===== src/rtl/fp_compare_pipe_if.sv =====
// Handshake and data bundle for the FP compare/min-max pipeline.
// master drives operands and OUT_READY; slave is the compare unit.
interface fp_compare_pipe_if #(
    parameter int EXP_W = 8,
    parameter int MAN_W = 23
) ();
    localparam int W = 1 + EXP_W + MAN_W;

    logic         IN_VALID;
    logic         IN_READY;
    logic [W-1:0] OP_A;
    logic [W-1:0] OP_B;
    logic [2:0]   OP_SEL;
    logic         OUT_VALID;
    logic         OUT_READY;
    logic [W-1:0] R;
    logic         NV;
    logic         ILLEGAL;

    modport master (
        output IN_VALID, OP_A, OP_B, OP_SEL, OUT_READY,
        input  IN_READY, OUT_VALID, R, NV, ILLEGAL
    );

    modport slave (
        input  IN_VALID, OP_A, OP_B, OP_SEL, OUT_READY,
        output IN_READY, OUT_VALID, R, NV, ILLEGAL
    );
endinterface


===== src/rtl/fp_compare_pipe.sv =====
// Pipelined FEQ/FLT/FLE/FMIN/FMAX unit with NV flag generation.
// Stage 1 classifies and compares; the last stage selects the result.
module fp_compare_pipe #(
    parameter int EXP_W  = 8,
    parameter int MAN_W  = 23,
    parameter int STAGES = 2
) (
    input  logic              CLK,
    input  logic              RST,
    fp_compare_pipe_if.slave  bus
);
    localparam int W = 1 + EXP_W + MAN_W;

    localparam logic [2:0] OP_FEQ = 3'b000;
    localparam logic [2:0] OP_FLT = 3'b001;
    localparam logic [2:0] OP_FLE = 3'b010;
    localparam logic [2:0] OP_MIN = 3'b011;
    localparam logic [2:0] OP_MAX = 3'b100;

    typedef struct packed {
        logic [W-1:0] a;
        logic [W-1:0] b;
        logic [2:0]   sel;
        logic         a_nan;
        logic         b_nan;
        logic         a_snan;
        logic         b_snan;
        logic         zz;
        logic         lt;
        logic         eq;
    } cls_t;

    logic         w_adv;
    logic         w_acc;
    cls_t         w_cls;
    cls_t         w_last;
    logic         w_last_vld;
    logic [W-1:0] w_r;
    logic         w_nv;
    logic         w_ill;
    logic         w_any_nan;
    logic         w_any_snan;
    logic         w_lt_mm;
    logic [W-1:0] w_cnan;

    logic         r_ov;
    logic [W-1:0] r_r;
    logic         r_nv;
    logic         r_ill;

    assign w_adv = bus.OUT_READY | ~r_ov;
    assign w_acc = bus.IN_VALID & w_adv;

    assign bus.IN_READY  = w_adv;
    assign bus.OUT_VALID = r_ov;
    assign bus.R         = r_r;
    assign bus.NV        = r_nv;
    assign bus.ILLEGAL   = r_ill;

    assign w_cnan = {1'b0, {EXP_W{1'b1}}, 1'b1, {(MAN_W-1){1'b0}}};

    // Stage 1: operand classification and sign-magnitude ordering.
    always_comb begin
        logic a_emax;
        logic b_emax;
        logic a_fz;
        logic b_fz;
        logic a_zero;
        logic b_zero;
        w_cls     = '0;
        w_cls.a   = bus.OP_A;
        w_cls.b   = bus.OP_B;
        w_cls.sel = bus.OP_SEL;
        a_emax    = &bus.OP_A[W-2:MAN_W];
        b_emax    = &bus.OP_B[W-2:MAN_W];
        a_fz      = ~|bus.OP_A[MAN_W-1:0];
        b_fz      = ~|bus.OP_B[MAN_W-1:0];
        a_zero    = ~|bus.OP_A[W-2:MAN_W] & a_fz;
        b_zero    = ~|bus.OP_B[W-2:MAN_W] & b_fz;
        w_cls.a_nan  = a_emax & ~a_fz;
        w_cls.b_nan  = b_emax & ~b_fz;
        w_cls.a_snan = w_cls.a_nan & ~bus.OP_A[MAN_W-1];
        w_cls.b_snan = w_cls.b_nan & ~bus.OP_B[MAN_W-1];
        w_cls.zz     = a_zero & b_zero;
        w_cls.eq     = (bus.OP_A == bus.OP_B) | w_cls.zz;
        if (w_cls.zz) begin
            w_cls.lt = 1'b0;
        end else if (bus.OP_A[W-1] != bus.OP_B[W-1]) begin
            w_cls.lt = bus.OP_A[W-1];
        end else if (!bus.OP_A[W-1]) begin
            w_cls.lt = bus.OP_A[W-2:0] < bus.OP_B[W-2:0];
        end else begin
            w_cls.lt = bus.OP_A[W-2:0] > bus.OP_B[W-2:0];
        end
    end

    generate
        if (STAGES == 1) begin : g_s1
            assign w_last     = w_cls;
            assign w_last_vld = w_acc;
        end else begin : g_sn
            cls_t r_pipe [STAGES-1];
            logic r_vld  [STAGES-1];

            // Plain register stages carrying the classified bundle.
            always_ff @(posedge CLK or posedge RST) begin
                if (RST) begin
                    for (int i = 0; i < STAGES-1; i++) begin
                        r_pipe[i] <= '0;
                        r_vld[i]  <= 1'b0;
                    end
                end else if (w_adv) begin
                    r_pipe[0] <= w_cls;
                    r_vld[0]  <= w_acc;
                    for (int i = 1; i < STAGES-1; i++) begin
                        r_pipe[i] <= r_pipe[i-1];
                        r_vld[i]  <= r_vld[i-1];
                    end
                end
            end

            assign w_last     = r_pipe[STAGES-2];
            assign w_last_vld = r_vld[STAGES-2];
        end
    endgenerate

    assign w_any_nan  = w_last.a_nan | w_last.b_nan;
    assign w_any_snan = w_last.a_snan | w_last.b_snan;
    // -0 orders below +0 for min/max only.
    assign w_lt_mm = w_last.lt |
                     (w_last.zz & w_last.a[W-1] & ~w_last.b[W-1]);

    // Last stage: result select and NV/ILLEGAL generation.
    always_comb begin
        w_r   = '0;
        w_nv  = 1'b0;
        w_ill = 1'b0;
        case (w_last.sel)
            OP_FEQ: begin
                w_r[0] = ~w_any_nan & w_last.eq;
                w_nv   = w_any_snan;
            end
            OP_FLT: begin
                w_r[0] = ~w_any_nan & w_last.lt;
                w_nv   = w_any_nan;
            end
            OP_FLE: begin
                w_r[0] = ~w_any_nan & (w_last.lt | w_last.eq);
                w_nv   = w_any_nan;
            end
            OP_MIN, OP_MAX: begin
                w_nv = w_any_snan;
                if (w_last.a_nan & w_last.b_nan) begin
                    w_r = w_cnan;
                end else if (w_last.a_nan) begin
                    w_r = w_last.b;
                end else if (w_last.b_nan) begin
                    w_r = w_last.a;
                end else if (w_last.sel == OP_MIN) begin
                    w_r = w_lt_mm ? w_last.a : w_last.b;
                end else begin
                    w_r = w_lt_mm ? w_last.b : w_last.a;
                end
            end
            default: begin
                w_ill = 1'b1;
            end
        endcase
    end

    // Output register; holds while the consumer stalls.
    always_ff @(posedge CLK or posedge RST) begin
        if (RST) begin
            r_ov  <= 1'b0;
            r_r   <= '0;
            r_nv  <= 1'b0;
            r_ill <= 1'b0;
        end else if (w_adv) begin
            r_ov <= w_last_vld;
            if (w_last_vld) begin
                r_r   <= w_r;
                r_nv  <= w_nv;
                r_ill <= w_ill;
            end
        end
    end
endmodule


===== src/flat_wrapper.sv =====
// flat-port wrapper written by rule: the top's interface ports become plain ports
module fp_compare_pipe_flat 
#(
    parameter int EXP_W  = 8,
    parameter int MAN_W  = 23,
    parameter int STAGES = 2
)
  (CLK, RST, bus_IN_VALID, bus_OP_A, bus_OP_B, bus_OP_SEL, bus_OUT_READY, bus_IN_READY, bus_OUT_VALID, bus_R, bus_NV, bus_ILLEGAL);
  fp_compare_pipe_if #(.EXP_W(EXP_W), .MAN_W(MAN_W)) bus_i ();
  input  logic CLK;
  input  logic RST;
  input wire logic [$bits(bus_i.IN_VALID)-1:0] bus_IN_VALID;
  input wire logic [$bits(bus_i.OP_A)-1:0] bus_OP_A;
  input wire logic [$bits(bus_i.OP_B)-1:0] bus_OP_B;
  input wire logic [$bits(bus_i.OP_SEL)-1:0] bus_OP_SEL;
  input wire logic [$bits(bus_i.OUT_READY)-1:0] bus_OUT_READY;
  output wire logic [$bits(bus_i.IN_READY)-1:0] bus_IN_READY;
  output wire logic [$bits(bus_i.OUT_VALID)-1:0] bus_OUT_VALID;
  output wire logic [$bits(bus_i.R)-1:0] bus_R;
  output wire logic [$bits(bus_i.NV)-1:0] bus_NV;
  output wire logic [$bits(bus_i.ILLEGAL)-1:0] bus_ILLEGAL;
  assign bus_i.IN_VALID = bus_IN_VALID;
  assign bus_i.OP_A = bus_OP_A;
  assign bus_i.OP_B = bus_OP_B;
  assign bus_i.OP_SEL = bus_OP_SEL;
  assign bus_i.OUT_READY = bus_OUT_READY;
  assign bus_IN_READY = bus_i.IN_READY;
  assign bus_OUT_VALID = bus_i.OUT_VALID;
  assign bus_R = bus_i.R;
  assign bus_NV = bus_i.NV;
  assign bus_ILLEGAL = bus_i.ILLEGAL;
  fp_compare_pipe #(.EXP_W(EXP_W), .MAN_W(MAN_W), .STAGES(STAGES)) u_core (.CLK(CLK), .RST(RST), .bus(bus_i));
endmodule

===== config.mk =====
export PLATFORM = sky130hd
export DESIGN_NAME = fp_compare_pipe_flat
export DESIGN_NICKNAME = d
export VERILOG_FILES = /design/src/rtl/fp_compare_pipe_if.sv /design/src/rtl/fp_compare_pipe.sv /design/src/flat_wrapper.sv
export SDC_FILE = /design/constraint.sdc
export NUM_CORES = 1
export LEC_CHECK = 0
export CAP_MARGIN = 20
export CORE_ASPECT_RATIO = 1.2
export CORE_MARGIN = 2
export CORE_UTILIZATION = 25
export CTS_CLUSTER_DIAMETER = 30
export CTS_CLUSTER_SIZE = 30
export DETAILED_ROUTE_END_ITERATION = 12
export DONT_BUFFER_PORTS = 1
export GPL_ROUTABILITY_DRIVEN = 0
export PLACE_DENSITY = 0.41
export SYNTH_ARGS = -nofsm -noshare
export SYNTH_HDL_FRONTEND = slang
export SYNTH_SLANG_ARGS = --single-unit

===== constraint.sdc =====
create_clock -name CLK -period 4.3 [get_ports CLK]
set_input_delay 0.86 -clock CLK [delete_from_list [all_inputs] [get_ports CLK]]
set_output_delay 0.86 -clock CLK [all_outputs]
set_load 0.02 [all_outputs]

==> results of run 1 <==
## per-layer routing
layer,up-vias,share of wire,track usage
met2,90,0.51,0.248
li1,1989,-,-
met3,16,0.058,0.0404
met5,-,0,0
met4,0,0.019,0.0546
met1,1969,0.41,0.160
## layout make-up
type                            instances  area [um^2]
Clock buffer                           12          256
Clock inverter                          4         53.8
Fill cell                            2335        15400
Inverter                               36          138
Multi-Input combinational cell        421         2440
Sequential cell                       110         2750
Tap cell                              274          343
Timing Repair Buffer                    7         52.6
## kinds of logic after synthesis
logic type	count (synthesis)	synth area share
flops	110	0.506
simple gates	238	0.188
fa+ha+maj	31	0.0713
xor+xnor	2	0.00322
mux	33	0.0612
compound gates	117	0.123
buf+inv	61	0.0465
## worst max path at each step
stage / start / slack, ns / end / depth (start not counted)
after floorplan: RST / 0.54 / u_core.bus.ILLEGAL / 1
after global placement: bus_OP_B[30] / 1.31 / u_core.g_sn.r_pipe[1] / 8
after detailed placement: bus_OP_B[30] / 1.25 / u_core.g_sn.r_pipe[1] / 8
after CTS: u_core.g_sn.r_pipe[9] / 1.51 / u_core.bus.R[0] / 7
after global routing: u_core.g_sn.r_pipe[9] / 1.41 / u_core.bus.R[0] / 7
final: u_core.g_sn.r_pipe[9] / 1.61 / u_core.bus.R[0] / 7
## power breakdown
| group | internal, mW | switching, mW |
|---|---|---|
| logic | 0.180 | 0.277 |
| clock network | 0.487 | 0.394 |
| registers | 1.18 | 0.179 |
## worst reg2reg max path, cell delays in order, from the launching register on
cell      delay, ns
dfrtp_1        0.44
and3b_1        0.31
a211oi_1       0.09
a311oi_4       0.72
buf_4          0.43
mux2_2         0.38
a21oi_1        0.12
o21ai_1        0.07
## metrics by stage
| stage | setup WS (ns) | cells | util | area, um^2 |
|---|---|---|---|---|
| 3_3_place_gp | 1.31 | 848 | 0.266 | 5720 |
| 2_1_floorplan | 0.538 | 592 | - | 5440 |
| 4_1_cts | 1.51 | 864 | 0.281 | 6030 |
| 6_report | 1.61 | 864 | 0.281 | 6030 |
| 5_1_grt | 1.41 | 864 | 0.281 | 6030 |
| 3_5_place_dp | 1.25 | 848 | 0.266 | 5720 |
## registers in the layout, summed over array words and instances (netlist names)
name                  count
u_core.g_sn.r_vld         1
u_core.bus.ILLEGAL        1
u_core.bus.NV             1
u_core.g_sn.r_pipe       74
u_core.bus.OUT_VALID      1
u_core.bus.R             32
## layout by cell type, fill, tap and decap left out, types with 3 or more instances in the layout
cell type / n
inv_1: 34
a21o_1: 10
a21oi_1: 22
a211oi_1: 6
nand2_1: 179
mux2i_1: 31
dfrtp_1: 110
nor4_1: 16
o21ai_0: 67
nand4_1: 10
nor3_1: 3
nor2_1: 11
ha_1: 31
clkbuf_16: 9
buf_4: 7
nand3_1: 4
==> key figures, run 1 <==
Finish
  • Area grow syn2layout: 11.0%
  • # nets final: approximately 700
  • N_diodes: 0
  • Layout cell share with drive strength beyond 1: 0.0475

Timing
  • Final worst path period need: 2.69 ns
  • Clock skew: ~0.0055 ns
  • Final setup viols: 0
  • Total Neg Setup Slack: 0 ns
  • Slew Viols, Final: 0
  • Worst relative slew slack: 0.333
  • Actual slew at the worst max-slew pin: between 1 and 1.5 ns
  • Part of the cycle the worst path needs: 0.627
  • Hold Fails Final Rpt: 0
  • Fmax: ~370 MHz
  • RSZ-0062 raised after global routing: no
  • Fin Hold WS: between 0.4 and 0.5 ns

Critical path
  • Crit start category: flop
  • Critical path's slowest cell: a311oi_4
  • R2r setup slk: 1.61 ns
  • Crit end category: flop
  • Critical Path, Cell by Cell: and3b_1 > a211oi_1 > a311oi_4 > buf_4 > mux2_2 > a21oi_1 > o21ai_1
  • CP top delay family: compound AO/OA/AOI/OAI gates
  • Critical path class: reg2reg
  • R2R depth: 7
  • Worst path required time: 4.53 ns
  • Buf/Inv on CP: 1
  • CP max FO: 13
  • FF-to-FF End: u_core.bus.R[0]
  • Worst flop-to-flop path startpoint: u_core.g_sn.r_pipe[9]
  • CP peak stage delay: a little over 0.7 ns
  • CP arrival: 2.92 ns

Clock tree
  • Clk buf depth: 2
  • Clock slew at reported path FFs: approximately 0.070 ns
  • Clock root cell: clkbuf_16
  • Htree depth: 3
  • Post-CTS resize count: 0
  • CTS Sinks: 110
  • Later-pin clock latency in the skew report: approximately 0.36 ns
  • CTS tree: built
  • CTS Buf Count: 9
  • Post-CTS Hold Fix Bufs: 0
  • Post-CTS setup buffer count: 0

Routing
  • DR WL/cell: 17.9 um
  • DRT iter0 DRCs: 200
  • Post-Route WL: 15400 um
  • DRT antenna net count: 0
  • DRC Markers: 0
  • Vias/cell: between 4 and 5
  • Vias: 4064
  • DR pass1 iterations: 4

Die
  • Initial Utilization: 0.253
  • Die width: roughly 140 um
  • Placeable Area: 21500 um^2
  • Num rows: around 60
  • Die Footprint: between 20000 and 25000 um^2
  • Die height: about 170 um
  • Io pins: 107

Synth
  • Post-synth EDFFs: 0
  • Area leader, netlist: dfrtp_1
  • Post-synth top cells: 179 x nand2_1, 110 x dfrtp_1, 67 x o21ai_0
  • Async set-reset flop share out of synthesis: 1.00
  • Synth top area share: 0.506
  • Avg Inst Size Synth: roughly 9.2 um^2
  • Count leader, synth: nand2_1
  • Gate Count Post-Synth: 592
  • Sequential share of the synthesized area: 0.506
  • Yosys reg bits: 110
  • YS warnings: 0
  • Most used DFF post-synth: dfrtp_1
  • Net Count, Synth: 694
  • Top post-synthesis cells by area: dfrtp_1 51%, nand2_1 12%, ha_1 7.1%
  • Post-synth cell types: 39
  • Syn Std Cell Area: between 5000 and 6000 um^2

Power
  • Worst vdd ir: ~0.18 mV
  • Pwr per Cell Area: 448 nW/um^2
  • Pwr Total: between 2 and 3 mW
  • Leakage: 2.96 nW

Job
  • Max cap viols: 0

Worst hold path
  • Hold Path End: u_core.g_sn.r_pipe[56]
  • Hold Path Class: reg2reg
  • Hold Crit Depth: 2
  • Hold Crit Start: u_core.g_sn.r_pipe[56]

Global route
  • Initial antenna violation count: 0
  • Gr usage total: 0.140
  • First-pass GRT wire length: 24400 um
  • Total gr overflow: 0
  • Vias in the first global route: 4258
  • Largest net degree at the start of global routing: 110

Status
  • Run status: finished clean

Place
  • Final HPWL DP: 11500 um
  • Port bufs: 0
Note: power is estimated with default switching activity, not from simulation.
==> run 2, diff against run 1 <==
Clock period 4.3 ns to 2.6 ns, I/O delays scaled along.
==> run 2 against run 1 <==
First-iteration DRC count is 14% lower. Cell count up 0.46%. Power up 60%. Largest cell class unchanged.
==> key figures, run 2 (synthesis results as in run 1) <==
Status
  • Run status: finished clean

Finish
  • Commonest non-fill, non-tap cell in the layout: nand2_1
  • Area grow syn2layout: 11.2%
  • Max reg flops: 74
  • Final Util: 0.281
  • Fillers: 2283
  • Final instance area: ~6000 um^2
  • Storage cell area: ~2800 um^2
  • Layout cell share with drive strength beyond 1: 0.0505
  • Area of the multi-input gates: roughly 2400 um^2
  • Biggest register: u_core.g_sn.r_pipe
  • N_diodes: 0
  • # nets final: between 600 and 700
  • Most frequent cells in the layout: 179 x nand2_1, 110 x dfrtp_1, 67 x o21ai_0, 34 x inv_1

Routing
  • DR WL/cell: between 15 and 20 um
  • Post-Route WL: 15700 um
  • DRT iter0 DRCs: about 170
  • Vias/cell: about 4.7
  • DRC Markers: 0
  • DRT antenna net count: 0
  • Vias: around 4000
  • DR pass1 iterations: 4

Timing
  • Fmax: between 400 and 500 MHz
  • Worst relative slew slack: 0.481
  • Slew Viols, Final: 0
  • Final setup viols: 0
  • Actual slew at the worst max-slew pin: 0.778 ns
  • Hold Fails Final Rpt: 0
  • RSZ-0062 raised after global routing: no
  • Clock skew: 0.0108 ns
  • Total Neg Setup Slack: 0 ns
  • Fin Hold WS: 0.175 ns
  • Final worst path period need: approximately 2.2 ns
  • Part of the cycle the worst path needs: 0.841

Global route
  • Largest net degree at the start of global routing: roughly 110
  • First-pass GRT wire length: 24600 um
  • Initial antenna violation count: 0
  • Total gr overflow: 0
  • Gr usage total: 0.140
  • Vias in the first global route: about 4300

Clock tree
  • Clock slew at reported path FFs: around 0.07 ns
  • Post-CTS resize count: 0
  • Later-pin clock latency in the skew report: ~0.36 ns
  • Clock root cell: clkbuf_16
  • CTS Buf Count: 9
  • Clk buf depth: 2
  • Post-CTS setup buffer count: 0
  • CTS tree: built
  • Post-CTS Hold Fix Bufs: 0
  • CTS Sinks: 110
  • Htree depth: 3

Critical path
  • Critical path class: in2reg
  • Worst path required time: between 2 and 3 ns
  • CP max FO: 3
  • Start point of the critical path: bus_OP_B[29]
  • Buf/Inv on CP: 1
  • Critical path's slowest cell: nor4_1
  • CP arrival: about 2.5 ns
  • FF-to-FF End: u_core.bus.R[0]
  • Crit end category: flop
  • CP top delay family: simple AND/OR/NAND/NOR gates
  • R2R depth: 7
  • Critical Path, Cell by Cell: inv_1 > ha_1 > and3_1 > nand4_1 > nor4_1 > a21boi_0 > o21ai_0 > a211oi_1
  • Worst flop-to-flop path startpoint: u_core.g_sn.r_pipe[8]
  • R2r setup slk: 0.42 ns
  • Crit start category: input pin
  • CP peak stage delay: around 0.58 ns

Die
  • Placeable Area: roughly 21000 um^2
  • Num rows: 59
  • Die width: 139 um
  • Die Footprint: around 23000 um^2
  • Die height: 166 um
  • Initial Utilization: 0.253
  • Io pins: between 100 and 150

Power
  • Pwr Total: between 4 and 5 mW
  • Leakage: ~3.0 nW
  • Pwr per Cell Area: about 700 nW/um^2
  • Worst vdd ir: between 0.2 and 0.3 mV

Place
  • Port bufs: 0
  • Final HPWL DP: around 11000 um
  • DP Area: about 5800 um^2

Worst hold path
  • Hold Path Class: in2async

Job
  • Max cap viols: 0
==> run 2: power breakdown <==
group	total (mW)	switching, mW	internal [mW]
clock	1.29	0.645	0.648
sequential	2.25	0.292	1.96
combinational	0.784	0.468	0.315
==> run 2: final cells by class <==
type,count,area share
well taps,274,0.0567
flip-flops and latches,110,0.455
repair buffers,12,0.0190
multi-input cells,421,0.403
clock inverters,3,0.00372
inverters,36,0.0230
clock buffers,12,0.0391
==> run 2: worst max-delay path by stage <==
stage	slack [ns]	endpoint	cells past startpoint
after floorplan	0.60	u_core.g_sn.r_pipe[1]	8
after global placement	0.02	u_core.g_sn.r_pipe[1]	8
after detailed placement	-0.05	u_core.g_sn.r_pipe[1]	8
after CTS	0.36	u_core.g_sn.r_pipe[1]	8
after global routing	0.11	u_core.g_sn.r_pipe[1]	8
final	0.41	u_core.g_sn.r_pipe[1]	8
==> run 2: layer usage <==
layer	GRT usage	wire [um]	vias up
li1	-	-	1997
met2	0.243	7850	87
met3	0.0450	915	17
met1	0.166	6650	1943
met5	0	0	-
met4	0.0459	289	0
==> run 2: through the flow <==
stage / std cells / setup slack, ns
global placement: 853 / 0.0225
floorplan: 592 / 0.597
global route: 868 / 0.111
finish: 868 / 0.414
CTS: 868 / 0.355
detailed placement: 853 / -0.0506
==> run 2: worst register-to-register path: stages (launching register included) <==
cell,delay [ns]
dfrtp_1,0.43
and3b_1,0.25
nor2b_4,0.15
a311oi_4,0.37
buf_12,0.28
mux2_2,0.37
a21oi_1,0.14
o21ai_1,0.07
==> run 3, diff against run 2 <==
Settings changed: PLACE_DENSITY 0.41 to 0.43.
Clock period 2.6 ns to 1.95 ns, I/O delays scaled along.
==> run 3 against run 2 <==
Critical path depth did not move. Clock power rose by 41%. Worst hold slack got worse by 0.16 ns. Cell area rose by 5.2%. Combinational power rose by 54%. Largest power group unchanged. Highest routed layer unchanged.
==> key figures, run 3 (synthesis results as in run 1) <==
Status
  • Run status: finished clean

Routing
  • Post-Route WL: roughly 16000 um
  • Vias: 4182
  • DRT iter0 DRCs: ~220
  • DRC Markers: 0
  • Vias/cell: approximately 4.6
  • DR pass1 iterations: 4
  • DRT antenna net count: 0
  • DR WL/cell: around 18 um

Finish
  • Max reg flops: between 70 and 80
  • Final instance area: 6360 um^2
  • Biggest register: u_core.g_sn.r_pipe
  • Layout cell share with drive strength beyond 1: 0.112
  • N_diodes: 0
  • # nets final: 723
  • Post-route insts no fill: 900
  • Most frequent cells in the layout: 179 x nand2_1, 110 x dfrtp_1, 67 x o21ai_0, 38 x buf_4, 34 x inv_1
  • Commonest non-fill, non-tap cell in the layout: nand2_1
  • Area grow syn2layout: 17.0%

Power
  • Pwr Total: 6.02 mW
  • Leakage: between 3 and 4 nW
  • Pwr per Cell Area: about 950 nW/um^2
  • Worst vdd ir: approximately 0.46 mV

Global route
  • First-pass GRT wire length: between 20000 and 25000 um
  • Initial antenna violation count: 0
  • Total gr overflow: 0
  • Vias in the first global route: ~4500
  • Gr usage total: 0.142
  • Largest net degree at the start of global routing: ~110

Clock tree
  • Htree depth: 3
  • Clk buf depth: 2
  • CTS Sinks: 110
  • CTS tree: built
  • Clock slew at reported path FFs: around 0.070 ns
  • Post-CTS Hold Fix Bufs: 0
  • Later-pin clock latency in the skew report: approximately 0.36 ns
  • Clock root cell: clkbuf_16
  • CTS Buf Count: 9

Critical path
  • CP arrival: roughly 2.1 ns
  • CP max FO: 9
  • Worst path required time: around 2.2 ns
  • Crit end category: flop
  • Crit start category: flop
  • Critical path class: reg2reg

Timing
  • RSZ-0062 raised after global routing: yes
  • Actual slew at the worst max-slew pin: around 0.68 ns
  • Fin Hold WS: approximately 0.011 ns
  • Slew Viols, Final: 0
  • Final setup viols: 0
  • Worst relative slew slack: 0.547
  • Fmax: between 500 and 600 MHz
  • Final worst path period need: 1.88 ns
  • Hold Fails Final Rpt: 0
  • Part of the cycle the worst path needs: 0.964
  • Clock skew: between 0.004 and 0.005 ns

Place
  • Cells after DPL: a little under 900
  • DP Area: 5970 um^2
  • Final HPWL DP: 11800 um
  • Port bufs: 0

Die
  • Placeable Area: about 21000 um^2
  • Io pins: 107
  • Die height: 166 um
  • Num rows: between 50 and 60
  • Die Footprint: about 23000 um^2
  • Initial Utilization: 0.253
  • Die width: roughly 140 um

Worst hold path
  • Hold Path Class: in2async

Job
  • Max cap viols: 0
==> run 3: changes by cell type in the layout (fill, tap and decap cells not counted), moves of 2 or more <==
cell	previous run	this run
buf_12	2	4
clkinv_2	0	2
buf_4	10	38
clkbuf_1	3	0
clkbuf_8	0	2
==> run 3: critical path, stage by stage, from the launching register on <==
cell	delay, ns
dfrtp_1	0.39
and3b_2	0.24
nor2b_4	0.14
a311oi_4	0.28
buf_12	0.19
buf_12	0.11
mux2i_1	0.17
a21oi_1	0.09
a21o_1	0.16
==> run 3: path summary, 6_finish.rpt <==
path / from / to / slack [ns] / cells after the start
max: u_core.g_sn.r_pipe[7] / u_core.bus.R[28] / 0.07 / 8
max reg2reg: u_core.g_sn.r_pipe[7] / u_core.bus.R[28] / 0.07 / 8
min in group CLK: bus_OP_B[22] / u_core.g_sn.r_pipe[3] / 0.13 / 1
max in group asynchronous: RST / u_core.g_sn.r_pipe[55] / 1.37 / 2
min: RST / u_core.bus.R[16] / 0.01 / 2
min reg2reg: u_core.g_sn.r_pipe[47] / u_core.g_sn.r_pipe[47] / 0.47 / 2
==> run 3: routing by layer <==
| layer | up-vias | track usage | part of all wire |
|---|---|---|---|
| met5 | - | 0 | 0 |
| met4 | 0 | 0.0579 | 0.022 |
| met3 | 19 | 0.0461 | 0.066 |
| met2 | 82 | 0.258 | 0.52 |
| met1 | 2019 | 0.155 | 0.39 |
| li1 | 2062 | - | - |
==> run 3: timing repair <==
item / 4_1_cts / 5_1_grt
resized for setup: 2 / 6
pin swaps: 1 / 2
endpoints found under the setup margin: 5 / 29
cloned: 0 / 0
buffers inserted: 4 / 4
==> run 3: cell type report <==
class	instances	area, um^2
clock buffer	11	253
clock inverter	5	33.8
fill	2282	15100
inverter	36	139
multi-input combinational	421	2460
sequential	110	2750
tap	274	343
timing repair buffer	43	377
==> run 3: stage by stage <==
step	utilization	setup TNS [ns]	setup WS, ns
floorplan	-	0	0.0548
global placement	0.278	-1.48	-0.322
detailed placement	0.278	-1.40	-0.294
CTS	0.294	-0.0253	-0.0144
global route	0.296	-0.0588	-0.0430
finish	0.296	0	0.0709
==> run 3: power breakdown <==
| part | switching (mW) | internal (mW) | leakage (nW) | total, mW |
|---|---|---|---|---|
| clock network | 0.883 | 0.936 | 0.138 | 1.82 |
| logic | 0.664 | 0.550 | 1.63 | 1.21 |
| registers | 0.378 | 2.61 | 1.38 | 2.99 |
